`src/rtl/peak_picker_pkg.sv`:
```
// rtl/peak_picker_pkg.sv - shared constants, band table, FSM states and peak record for the peak picker
package peak_picker_pkg;

  localparam int MAGNITUDES_COUNT = 512;
  localparam int MAGNITUDE_N      = $clog2(MAGNITUDES_COUNT);
  localparam int MAG_W            = 16;
  localparam int BAND_COUNT       = 6;

  // Exclusive upper bin bound of each logarithmic band; element 0 is the lowest band.
  localparam logic [BAND_COUNT-1:0][MAGNITUDE_N:0] BAND_EDGES = {
    10'd512, 10'd160, 10'd80, 10'd40, 10'd20, 10'd10
  };

  typedef enum logic [1:0] {
    IDLE      = 2'd0,
    SCAN      = 2'd1,
    WAIT_DONE = 2'd2,
    EMIT      = 2'd3
  } state_t;

  typedef struct packed {
    logic [2:0]             band;
    logic [MAGNITUDE_N-1:0] bin;
    logic [MAG_W-1:0]       mag;
  } peak_rec_t;

endpackage

```
`src/rtl/band_lookup.sv`:
```
// rtl/band_lookup.sv - combinational map from FFT bin number to logarithmic band index
module band_lookup
  import peak_picker_pkg::*;
(
  input  logic [MAGNITUDE_N-1:0] bin,
  output logic [2:0]             band
);

  // Walk from the top band down so the lowest band whose edge exceeds the bin wins.
  always_comb begin
    band = 3'(BAND_COUNT - 1);
    for (int i = BAND_COUNT - 1; i >= 0; i--) begin
      if ({1'b0, bin} < BAND_EDGES[i]) begin
        band = 3'(i);
      end
    end
  end

endmodule

```
`src/rtl/spectrum_peak_picker.sv`:
```
// rtl/spectrum_peak_picker.sv - scans FFT magnitudes, keeps the strongest bin per band, streams peak records
module spectrum_peak_picker
  import peak_picker_pkg::*;
(
  input  logic                   clk,
  input  logic                   reset,
  output logic [MAGNITUDE_N:0]   index,
  input  logic [MAG_W-1:0]       magnitude,
  input  logic                   magnitude_ready,
  input  logic                   done_all_processing,
  input  logic [MAG_W-1:0]       threshold,
  output logic                   peak_valid,
  input  logic                   peak_ready,
  output logic [2:0]             peak_band,
  output logic [MAGNITUDE_N-1:0] peak_bin,
  output logic [MAG_W-1:0]       peak_mag,
  output logic                   frame_done,
  output logic                   busy
);

  state_t                                   state_q, state_d;
  logic [MAGNITUDE_N:0]                     index_q, index_d;
  logic [2:0]                               ptr_q, ptr_d;
  logic [BAND_COUNT-1:0][MAG_W-1:0]         max_q, max_d;
  logic [BAND_COUNT-1:0][MAGNITUDE_N-1:0]   bin_q, bin_d;
  logic [BAND_COUNT-1:0]                    vld_q, vld_d;
  peak_rec_t                                peak_q, peak_d;
  logic                                     peak_valid_q, peak_valid_d;
  logic                                     frame_done_q, frame_done_d;
  logic [2:0]                               cur_band;
  logic                                     sample;
  logic                                     advance;

  band_lookup u_band_lookup (
    .bin  (index_q[MAGNITUDE_N-1:0]),
    .band (cur_band)
  );

  always_comb begin
    state_d      = state_q;
    index_d      = index_q;
    ptr_d        = ptr_q;
    max_d        = max_q;
    bin_d        = bin_q;
    vld_d        = vld_q;
    peak_d       = peak_q;
    peak_valid_d = peak_valid_q;
    frame_done_d = 1'b0;
    sample       = 1'b0;
    advance      = 1'b0;

    case (state_q)
      IDLE: begin
        if (magnitude_ready && (index_q == '0)) begin
          sample  = 1'b1;
          index_d = index_q + 1'b1;
          state_d = SCAN;
        end
      end
      SCAN: begin
        if (magnitude_ready) begin
          sample  = 1'b1;
          index_d = index_q + 1'b1;
          if (index_q == (MAGNITUDE_N+1)'(MAGNITUDES_COUNT - 1)) begin
            state_d = WAIT_DONE;
          end
        end
      end
      WAIT_DONE: begin
        if (done_all_processing) begin
          ptr_d   = '0;
          state_d = EMIT;
        end
      end
      EMIT: begin
        if (peak_valid_q) begin
          if (peak_ready) begin
            peak_valid_d = 1'b0;
            advance      = 1'b1;
          end
        end else if (vld_q[ptr_q]) begin
          peak_valid_d = 1'b1;
          peak_d       = '{band: ptr_q, bin: bin_q[ptr_q], mag: max_q[ptr_q]};
        end else begin
          advance = 1'b1;
        end
        if (advance) begin
          if (ptr_q == 3'(BAND_COUNT - 1)) begin
            state_d      = IDLE;
            frame_done_d = 1'b1;
            index_d      = '0;
            max_d        = '0;
            bin_d        = '0;
            vld_d        = '0;
          end else begin
            ptr_d = ptr_q + 1'b1;
          end
        end
      end
      default: state_d = IDLE;
    endcase

    // Strict greater-than keeps the lowest bin on ties.
    if (sample && (magnitude >= threshold) && (magnitude > max_q[cur_band])) begin
      max_d[cur_band] = magnitude;
      bin_d[cur_band] = index_q[MAGNITUDE_N-1:0];
      vld_d[cur_band] = 1'b1;
    end
  end

  always_ff @(posedge clk or negedge reset) begin
    if (!reset) begin
      state_q      <= IDLE;
      index_q      <= '0;
      ptr_q        <= '0;
      max_q        <= '0;
      bin_q        <= '0;
      vld_q        <= '0;
      peak_q       <= '0;
      peak_valid_q <= 1'b0;
      frame_done_q <= 1'b0;
    end else begin
      state_q      <= state_d;
      index_q      <= index_d;
      ptr_q        <= ptr_d;
      max_q        <= max_d;
      bin_q        <= bin_d;
      vld_q        <= vld_d;
      peak_q       <= peak_d;
      peak_valid_q <= peak_valid_d;
      frame_done_q <= frame_done_d;
    end
  end

  assign index      = index_q;
  assign peak_valid = peak_valid_q;
  assign peak_band  = peak_q.band;
  assign peak_bin   = peak_q.bin;
  assign peak_mag   = peak_q.mag;
  assign frame_done = frame_done_q;
  assign busy       = (state_q != IDLE);

endmodule
```
`config.mk`:
```
export PLATFORM = sky130hd
export DESIGN_NAME = spectrum_peak_picker
export DESIGN_NICKNAME = d
export VERILOG_FILES = /design/src/rtl/peak_picker_pkg.sv /design/src/rtl/band_lookup.sv /design/src/rtl/spectrum_peak_picker.sv
export SDC_FILE = /design/constraint.sdc
export NUM_CORES = 1
export LEC_CHECK = 0
export ABC_AREA = 1
export ABC_CLOCK_PERIOD_IN_PS = 8500
export CAP_MARGIN = 10
export CORE_MARGIN = 5
export CORE_UTILIZATION = 40
export DETAILED_ROUTE_END_ITERATION = 10
export DONT_BUFFER_PORTS = 1
export GPL_ROUTABILITY_DRIVEN = 0
export SLEW_MARGIN = 40
export SYNTH_ARGS = -nofsm -noshare
export SYNTH_HDL_FRONTEND = slang
export SYNTH_HIERARCHICAL = 1
export SYNTH_SLANG_ARGS = --single-unit
```
`constraint.sdc`:
```
create_clock -name clk -period 8.5 [get_ports clk]
set_clock_uncertainty 0.2 [all_clocks]
set_input_delay 1.7 -clock clk [delete_from_list [all_inputs] [get_ports clk]]
set_output_delay 1.7 -clock clk [all_outputs]
set_load 0.005 [all_outputs]
```
==> impl_metrics.yaml <==
outcome:
  outcome: "finished clean"
sta:
  finalSetupViolCount: 0
  relSlewSlack: 0.4128
  finalMaxSlewViolations: 0
  hold_violations: 0
  worst_pin_slew_ps: 858.6
  min_period_over_period: 0.6453
  setup_tns_ps: 0
  max_freq_ghz: 0.1823
  rsz0062_at_grt: "no"
  hold_ws_ps: 293.5
  finalCriticalPeriod_ps: 5485
critical_path:
  reg2reg_to: "max_q[93]$_DFF_PN0_"
  rrSetupSlack_ps: 3020
  worstSetupPathType: "register to register"
  slowest_delay_ps: 760
  reg2reg_from: "index[8]$_DFFE_PN0P_"
  crit_start: "index[8]$_DFFE_PN0P_"
  endpoint: "max_q[93]$_DFF_PN0_"
  crit_cells: 16
  path_delay_family: "simple AND/OR/NAND/NOR gates"
  end_kind: "register"
  cp.arrival_ps: 5740
  path_cells: "nor2_1 -> nand2_1 -> a21oi_1 -> nor2_1 -> nand2_1 -> o21ai_0 -> a2111oi_0 -> ha_1 -> nand3_1 -> nor2_1 -> nand3_1 -> nand2_1 -> a21oi_4 -> buf_4 -> nand4_1 -> nand2_1"
  crit_required_ps: 8750
  cp_max_fo: 65
  cp_slowest_cell: "a2111oi_0"
  reg2reg_depth: 16
  path_buf_inv: 1
  crit_top_cell: "nand2_1"
  critPathLaunchType: "register"
floorplan:
  io_pins: 78
  die_area_um2: 35490
  placementRows: 65
  core-area_um2: 31470
  die_h_um: 188.4
  start_util: 0.4045
  die_w_um: 188.4
global_route:
  grt_pass1_vias: 11220
  grt_first_pass_wirelength_um: 64140
  grt_use_total: 0.2223
  grt_max_degree: 202
  antenna_found_initial: 2
  gr-total-overflow: 0
synthesis:
  synth-seq-area-share: 0.3951
  synthesis.nets: 1894
  synth.area.top_cells: "dfrtp_1 40%, nand2_1 19%, nand4_1 8.1%"
  synth_top_area_frac: 0.3951
  synth.top_cells.by_count: "649 x nand2_1, 205 x inv_1, 201 x dfrtp_1, 165 x nand4_1, 131 x o21ai_0"
  synth_seq_cells: 201
  syn_inst: 1817
  syn_avg_cell_area_um2: 7.007
  yosysMostFrequentCell: "nand2_1"
  synth_area_um2: 12730
  yosys_warnings: 6
  async_reset_ff_frac: 1.000
  synth_top_area_cell: "dfrtp_1"
  synth.distinct_cells: 42
  synth_edf_count: 0
  synth-main-ff-cell: "dfrtp_1"
pwr:
  pwr_density_cell_nw_per_um2: 269.2
  p_leak_uw: 0.007602
  ir_drop_mv: 0.1276
placed_design:
  placed_area_um2: 12730
  portBuffers: 0
  dpl.hpwl_um: 23840
cells_and_area:
  area_growth_pct: 5.769
  fillCellCount: 3236
  diodes: 0
  final_area_um2: 13470
  layout.nets: 1808
  drive_gt1_frac: 0.06762
detailed_routing:
  vias: 11620
  wl_um: 39980
  dr.pass1.iters: 5
  routedWlPerCell_um: 18.62
  viasPerCell: 5.413
  drcViolationCount: 0
  drt_iter0_drc: 1090
  ant_nets: 0
clocking:
  cts_max_path_buffers: 3
  cts_made_buffers: 23
  cts_tree: "built"
  clk_latency_ps: 520
  cts_setup_buffers: 0
  clkTransAtPathRegs_ps: 70
  h-tree-depth: 1
  root_buffer: "clkbuf_16"
  cts_hold_buf: 0
  post_cts_resized: 0
  clock-sinks: 201
run:
  maxCapViolCount: 0
worst_hold_path:
  hold_path.class: "register to register"
logic make-up after synthesis:
| kind of cell | count (synthesis) | share of synthesized area |
|---|---|---|
| AOI/OAI and AO/OA | 253 | 0.1105 |
| DFF | 201 | 0.3951 |
| buffers and inverters | 378 | 0.1280 |
| xor gates and xnor gates | 6 | 0.004128 |
| adders and majority gates | 40 | 0.03931 |
| and+or+nand+nor | 939 | 0.3230 |
worst reg2reg max path: stages, from the launching register on:
cell,delay (ps)
dfrtp_1,610
nor2_1,270
nand2_1,210
a21oi_1,400
nor2_1,120
nand2_1,580
o21ai_0,150
a2111oi_0,760
ha_1,370
nand3_1,90
nor2_1,60
nand3_1,70
nand2_1,80
a21oi_4,390
buf_4,670
nand4_1,260
nand2_1,130
cells in the final DEF (no fill, tap or decap), drive strengths merged, types with 2 or more instances in the layout:
cell type  instances
nor2              87
clkinv             9
a2111oi            6
o22ai             12
o211ai             6
o21ai            140
or2                2
a32o               2
o2111ai            2
a221oi             2
ha                40
o21a              10
xor2               5
clkinvlp           2
clkbuf            28
a21oi             61
dfrtp            201
nand4            166
nor3b              3
inv              246
buf               20
a22oi              3
a211oi             6
nor3               6
nand2            650
nand3             25
power by group:
group,switching (uW),total [uW],internal (uW)
Clock,412,948,536
Combinational,962,1380,414
Sequential,182,1300,1120
Total,1560,3620,2070
flip-flops by register name, indices dropped and copies added, names as in the netlist:
| register | flops |
|---|---|
| bin_q | 54 |
| frame_done | 1 |
| index | 10 |
| max_q | 96 |
| peak_band | 3 |
| peak_bin | 9 |
| peak_mag | 16 |
| peak_valid | 1 |
| ptr_q | 3 |
| state_q | 2 |
| vld_q | 6 |
worst min path at each step:
stage               cells after the start  slack [ps]                      from                        to
global route                            2         320  peak_mag[12]$_DFFE_PN0P_  peak_mag[12]$_DFFE_PN0P_
detailed placement                      2         270        vld_q[4]$_DFF_PN0_        vld_q[4]$_DFF_PN0_
floorplan                               2         250        vld_q[4]$_DFF_PN0_        vld_q[4]$_DFF_PN0_
finish                                  2         290        vld_q[4]$_DFF_PN0_        vld_q[4]$_DFF_PN0_
global placement                        2         270        vld_q[4]$_DFF_PN0_        vld_q[4]$_DFF_PN0_
CTS                                     2         290        vld_q[4]$_DFF_PN0_        vld_q[4]$_DFF_PN0_
stage by stage:
step | utilization | total power [uW] | setup slack (ps) | cells
detailed placement | 0.4046 | 2656 | 2452 | 2107
floorplan | - | 2205 | 4917 | 1817
global placement | 0.4039 | 2631 | 2497 | 2106
global route | 0.4278 | 3880 | 2676 | 2147
CTS | 0.4267 | 3612 | 2428 | 2146
finish | 0.4278 | 3624 | 3015 | 2147
metal layers:
metal  wire (um)  up-vias  GRT usage
met5          27        -          0
met4         932        4    0.05914
met2       17170      443     0.3356
met1       18290     5427     0.3227
li1            -     5682          -
met3        3564       66    0.05039
area by class of cell:
cell class,instances,area (um2),share of cell area
clock buffers,28,604.3,0.04488
multi-input cells,1238,6117,0.4543
well taps,402,503.0,0.03735
clock inverters,11,92.59,0.006876
inverters,247,927.1,0.06885
repair buffers,20,190.2,0.01412
flip-flops and latches,201,5031,0.3736
Power figures use the tool's default switching activity.
